<file path="config.mk">
export PLATFORM = sky130hd
export DESIGN_NAME = multicycle_alu
export DESIGN_NICKNAME = d
export VERILOG_FILES = /design/src/rtl/multicycle_alu.sv
export SDC_FILE = /design/constraint.sdc
export NUM_CORES = 1
export LEC_CHECK = 0
export BUFFER_PORTS_ARGS = -buffer_cell sky130_fd_sc_hd__buf_2
export CORE_ASPECT_RATIO = 1.5
export CORE_UTILIZATION = 45
export CTS_BUF_LIST = sky130_fd_sc_hd__clkbuf_4 sky130_fd_sc_hd__clkbuf_8 sky130_fd_sc_hd__clkbuf_16
export DETAILED_ROUTE_END_ITERATION = 10
export SYNTH_ARGS = -nofsm -noshare
export SYNTH_HDL_FRONTEND = slang
export SYNTH_SLANG_ARGS = --single-unit
</file>
<file path="constraint.sdc">
create_clock -name clk -period 14.05 [get_ports clk]
set_clock_uncertainty 0.15 [all_clocks]
set_input_delay 3.5125 -clock clk [delete_from_list [all_inputs] [get_ports clk]]
set_output_delay 3.5125 -clock clk [all_outputs]
set_load 0.02 [all_outputs]
</file>
<file path="src/rtl/multicycle_alu.sv">
// rtl/multicycle_alu.sv - registered ALU with iterative MUL/DIVU/REMU behind start/busy/done
module multicycle_alu #(
    parameter int WIDTH = 32,
    parameter int CNT_W = 6
) (
    input  logic             clk,
    input  logic             reset,
    input  logic             start,
    input  logic [WIDTH-1:0] operand1,
    input  logic [WIDTH-1:0] operand2,
    input  logic [3:0]       ALU_control,
    output logic             busy,
    output logic             done,
    output logic [WIDTH-1:0] ALU_out,
    output logic             zero,
    output logic             overflow
);

    localparam logic [1:0] S_IDLE = 2'd0;
    localparam logic [1:0] S_MUL  = 2'd1;
    localparam logic [1:0] S_DIV  = 2'd2;
    localparam logic [1:0] S_DONE = 2'd3;

    localparam logic [3:0] OP_AND  = 4'b0000;
    localparam logic [3:0] OP_OR   = 4'b0001;
    localparam logic [3:0] OP_ADD  = 4'b0010;
    localparam logic [3:0] OP_SUB  = 4'b0110;
    localparam logic [3:0] OP_SLT  = 4'b0111;
    localparam logic [3:0] OP_MUL  = 4'b1000;
    localparam logic [3:0] OP_DIVU = 4'b1001;
    localparam logic [3:0] OP_REMU = 4'b1010;

    logic [1:0]       state_q, state_d;
    logic [3:0]       op_q, op_d;
    // a: multiplicand in MUL, quotient/dividend in DIV; b: multiplier or divisor;
    // acc: product accumulator in MUL, partial remainder in DIV
    logic [WIDTH-1:0] a_q, a_d, b_q, b_d, acc_q, acc_d;
    logic [CNT_W-1:0] cnt_q, cnt_d;
    logic             busy_q, busy_d, done_q, done_d;
    logic [WIDTH-1:0] out_q, out_d;
    logic             zero_q, zero_d, ovf_q, ovf_d;

    logic [WIDTH-1:0] sum, diff, res_single, acc_step, quo_new, rem_new, iter_res;
    logic [WIDTH:0]   rem_sh, rem_sub;
    logic             ovf_single, rem_ge, last_step, is_div_op;

    // Single-cycle result and overflow straight from the live inputs
    always_comb begin
        sum        = operand1 + operand2;
        diff       = operand1 - operand2;
        res_single = operand1;
        ovf_single = 1'b0;
        case (ALU_control)
            OP_AND:  res_single = operand1 & operand2;
            OP_OR:   res_single = operand1 | operand2;
            OP_ADD: begin
                res_single = sum;
                ovf_single = (operand1[WIDTH-1] == operand2[WIDTH-1]) &&
                             (sum[WIDTH-1] != operand1[WIDTH-1]);
            end
            OP_SUB: begin
                res_single = diff;
                ovf_single = (operand1[WIDTH-1] != operand2[WIDTH-1]) &&
                             (diff[WIDTH-1] != operand1[WIDTH-1]);
            end
            OP_SLT:  res_single = {{(WIDTH-1){1'b0}}, ($signed(operand1) < $signed(operand2))};
            OP_DIVU: res_single = '1;        // divide by zero: all-ones quotient
            OP_REMU: res_single = operand1;  // divide by zero: remainder is the dividend
            default: res_single = operand1;
        endcase
    end

    // One shift-add multiply step and one restoring divide step per cycle
    always_comb begin
        acc_step  = b_q[0] ? (acc_q + a_q) : acc_q;
        rem_sh    = {acc_q, a_q[WIDTH-1]};
        rem_sub   = rem_sh - {1'b0, b_q};
        rem_ge    = !rem_sub[WIDTH];
        rem_new   = rem_ge ? rem_sub[WIDTH-1:0] : rem_sh[WIDTH-1:0];
        quo_new   = {a_q[WIDTH-2:0], rem_ge};
        iter_res  = (op_q == OP_REMU) ? rem_new : quo_new;
        last_step = (cnt_q == CNT_W'(WIDTH - 1));
        is_div_op = (ALU_control == OP_DIVU) || (ALU_control == OP_REMU);
    end

    // Control FSM: accept in IDLE, iterate in MUL/DIV, pulse done in DONE
    always_comb begin
        state_d = state_q;
        op_d    = op_q;
        a_d     = a_q;
        b_d     = b_q;
        acc_d   = acc_q;
        cnt_d   = cnt_q;
        busy_d  = busy_q;
        done_d  = 1'b0;
        out_d   = out_q;
        zero_d  = zero_q;
        ovf_d   = ovf_q;
        case (state_q)
            S_IDLE: begin
                if (start) begin
                    op_d  = ALU_control;
                    a_d   = operand1;
                    b_d   = operand2;
                    acc_d = '0;
                    cnt_d = '0;
                    if (ALU_control == OP_MUL) begin
                        state_d = S_MUL;
                        busy_d  = 1'b1;
                    end else if (is_div_op && (operand2 != '0)) begin
                        state_d = S_DIV;
                        busy_d  = 1'b1;
                    end else begin
                        state_d = S_DONE;
                        done_d  = 1'b1;
                        out_d   = res_single;
                        zero_d  = (res_single == '0);
                        ovf_d   = ovf_single;
                    end
                end
            end
            S_MUL: begin
                acc_d = acc_step;
                a_d   = a_q << 1;
                b_d   = b_q >> 1;
                cnt_d = cnt_q + CNT_W'(1);
                if (last_step) begin
                    state_d = S_DONE;
                    busy_d  = 1'b0;
                    done_d  = 1'b1;
                    out_d   = acc_step;
                    zero_d  = (acc_step == '0);
                    ovf_d   = 1'b0;
                end
            end
            S_DIV: begin
                acc_d = rem_new;
                a_d   = quo_new;
                cnt_d = cnt_q + CNT_W'(1);
                if (last_step) begin
                    state_d = S_DONE;
                    busy_d  = 1'b0;
                    done_d  = 1'b1;
                    out_d   = iter_res;
                    zero_d  = (iter_res == '0);
                    ovf_d   = 1'b0;
                end
            end
            default: state_d = S_IDLE;
        endcase
    end

    // State and output registers; reset abandons any op in flight
    always_ff @(posedge clk) begin
        if (reset) begin
            state_q <= S_IDLE;
            op_q    <= '0;
            a_q     <= '0;
            b_q     <= '0;
            acc_q   <= '0;
            cnt_q   <= '0;
            busy_q  <= 1'b0;
            done_q  <= 1'b0;
            out_q   <= '0;
            zero_q  <= 1'b0;
            ovf_q   <= 1'b0;
        end else begin
            state_q <= state_d;
            op_q    <= op_d;
            a_q     <= a_d;
            b_q     <= b_d;
            acc_q   <= acc_d;
            cnt_q   <= cnt_d;
            busy_q  <= busy_d;
            done_q  <= done_d;
            out_q   <= out_d;
            zero_q  <= zero_d;
            ovf_q   <= ovf_d;
        end
    end

    assign busy     = busy_q;
    assign done     = done_q;
    assign ALU_out  = out_q;
    assign zero     = zero_q;
    assign overflow = ovf_q;

endmodule

</file>
==> run metrics <==
Pre-antenna DRT Iters 8; PD cells 163 nW/um2; port bufs 106; Critical Path Slowest Stage Cell o31ai_1; Worst path top cell family by delay compound AO/OA/AOI/OAI gates; Post-synth top cells nor2_1 (306), a21oi_1 (243), nand2_1 (224); largest net degree at the start of global routing 87; critical-path maximum fanout 5; post-synthesis sequential area ratio 17.0%; syn avg cell area 7.01 um2; CP Buf/Inv Count 2; unrepaired setup endpoints after global routing no; YS warnings 0; VDD IR max 0.148 mV; worst path required time 14.26 ns; Syn Nets 2,664; final setup vio count 0; area growth from synthesis to layout 8.83%; Netlist cell types 86; HP Class reg -> reg; EDFF count, synth 0; H-tree depth 4; Int Pwr 0.00142 W; combinational power share 61.4%; remaining antenna violation count 0; CTS buffer count 17; Max clock buf depth 2; Max Slew Vio Count 0; sw power 0.00159 W; Setup CP Type in -> reg; I/O pins 107; Clk pwr share 16.8%; number of global-route vias before repair 18,600; Worst setup SP type primary input; most used cell, CP a211oi_1; share of the synthesized area in the top cell type 17.0%; Net Sw Frac 52.9%; hold slack 0.310 ns; hold-fix buffers at CTS 0; share of total power in sequential cells 21.8%; WL/cell 25.5 um; Synth area leaders dfxtp_1 (17%), ha_1 (12%), a21oi_1 (7.2%); initial core utilization 46.0%; aggregate global routing overflow 0; Die Y 240 um; Pleak 7.54 nW; fraction of registers with async set/reset 0%; actual slew at the worst max-slew pin 1.10 ns; die width 161 um; total wire length 74,500 um; antenna cells 0; most frequent cell after synthesis nor2_1; # DRC 0; max incr delay on CP 0.66 ns; Tmin final 8.06 ns; Post-synth top flop dfxtp_1; count of final hold-check violations 0; First DRT Iteration DRCs 1,651; post-synth top area cell dfxtp_1; Num Clock Sinks 144; Synth Instances 2,421; CP Cell Sequence buf_2 > inv_1 > ha_1 > fa_1 > o21bai_1 > a211oi_1 > nor3_1 > o31ai_1 > a211oi_1 > o32ai_1 > o21ai_0 > nor4_1 > and4_1 > nor4b_1 > nand3_1 > a311oi_2; Core Area 36,900 um2; setup TNS 0 ns; DR vias/cell 6.60; nets 2,664; register bit total from synthesis 144; final worst path period share 57.4%; Clk pin slew, worst setup/hold paths 0.07 ns; Root Driver clkbuf_16; CP arrival 8.28 ns; Max-Cap Viols 0; Clk Latency, worst-skew pair 0.45 ns; Worst setup EP type flip-flop; FP Rows 86; Detailed Place HPWL 57,300 um; synthesized cell area 17,000 um2; layout cells sized above 1 9.45%; relative slew slack 25.7%; Peak Freq 124 MHz; initial antenna violation count 2; via count 19,300; TritonCTS clock tree built; Die Area 38,500 um2; first-pass GRT wire length 112,000 um; post-CTS sizing 0; GPL Wtd Cong 1.01; postcts setup bufs 0; status finished, final reports clean; gr usage total 38.2%
[cells in the final DEF, fill, tap and decap left out, types with 24 or more instances in the layout]
cell type	n
buf_4	35
a21o_1	36
a211oi_1	68
dfxtp_1	143
inv_1	136
o211ai_1	42
nor4_1	26
mux2i_1	65
xnor2_1	33
nor2_1	303
o21ai_0	129
ha_1	166
a21oi_1	243
o31ai_1	24
buf_2	105
nand3_1	46
nor3_1	78
xor2_1	29
nand2_1	224
a221oi_1	52
o21bai_1	27
[power groups by stage]
stage / Combinational, W / Sequential [W] / Clock, W
5_1_grt: 0.00198 / 0.000663 / 0.000523
3_3_place_gp: 0.00179 / 0.000654 / 0
2_1_floorplan: 0.00118 / 0.000658 / 0
3_5_place_dp: 0.00180 / 0.000656 / 0
4_1_cts: 0.00181 / 0.000648 / 0.000509
6_report: 0.00185 / 0.000654 / 0.000506
[layer usage]
metal / wire length (um) / share of wire (%) / global-route usage (%) / up-vias
li1: - / - / - / 8910
met1: 30200 / 41 / 46.7 / 9258
met2: 34700 / 47 / 64.2 / 871
met3: 4960 / 6.7 / 4.59 / 211
met4: 4530 / 6.1 / 22.7 / 4
met5: 24 / 0.032 / 0 / -
[registers in the layout, summed over array words and instances (netlist names)]
register	cells
ALU_out	32
a_q	32
acc_q	32
b_q	32
busy	1
cnt_q	6
done	1
op_q	4
overflow	1
state_q	2
zero	1
[kinds of logic after synthesis]
kind of cell,count (synthesis),synth area share [%]
AND/OR/NAND/NOR,842,23.0
AO/OA/AOI/OAI,821,32.4
buffers and inverters,298,6.64
adder cells (fa/ha/maj),172,12.9
flip-flops,144,17.0
multiplexers,82,4.98
XOR/XNOR,62,3.20
[worst paths after layout]
kind	start	endpoint	slack, ns	cells after the start
min	ALU_out[22]	ALU_out[22]	0.31	2
max reg2reg	a_q[31]	zero	8.05	16
min reg2reg	ALU_out[22]	ALU_out[22]	0.31	2
max	operand1[0]	zero	5.99	16
[final cells by class]
type                       instances  area [um2]
clock buffer                      20         454
clock inverter                    12         180
fill                            3801       18400
inverter                         139         522
multi-input combinational       1979       13000
sequential                       144        2880
tap                              484         606
timing repair buffer             140         788
[worst min-delay path: cells and delay by family (launching register included)]
kind	cells	cell delay, ns
AO/OA/AOI/OAI	1	0.05
flip-flops	1	0.31
AND/OR/NAND/NOR	1	0.05
[per-stage QoR]
step	total power, W	instances	utilization (%)	instance area [um2]	setup WS (ns)
detailed placement	0.00245	2886	48.3	17800	5.76
global placement	0.00244	2886	48.3	17800	5.82
global route	0.00317	2918	50.1	18500	5.80
finish	0.00301	2918	50.1	18500	5.99
floorplan	0.00184	2421	-	17000	7.08
CTS	0.00296	2918	50.1	18500	6.19
No activity file was read; power rests on OpenSTA's default activity.
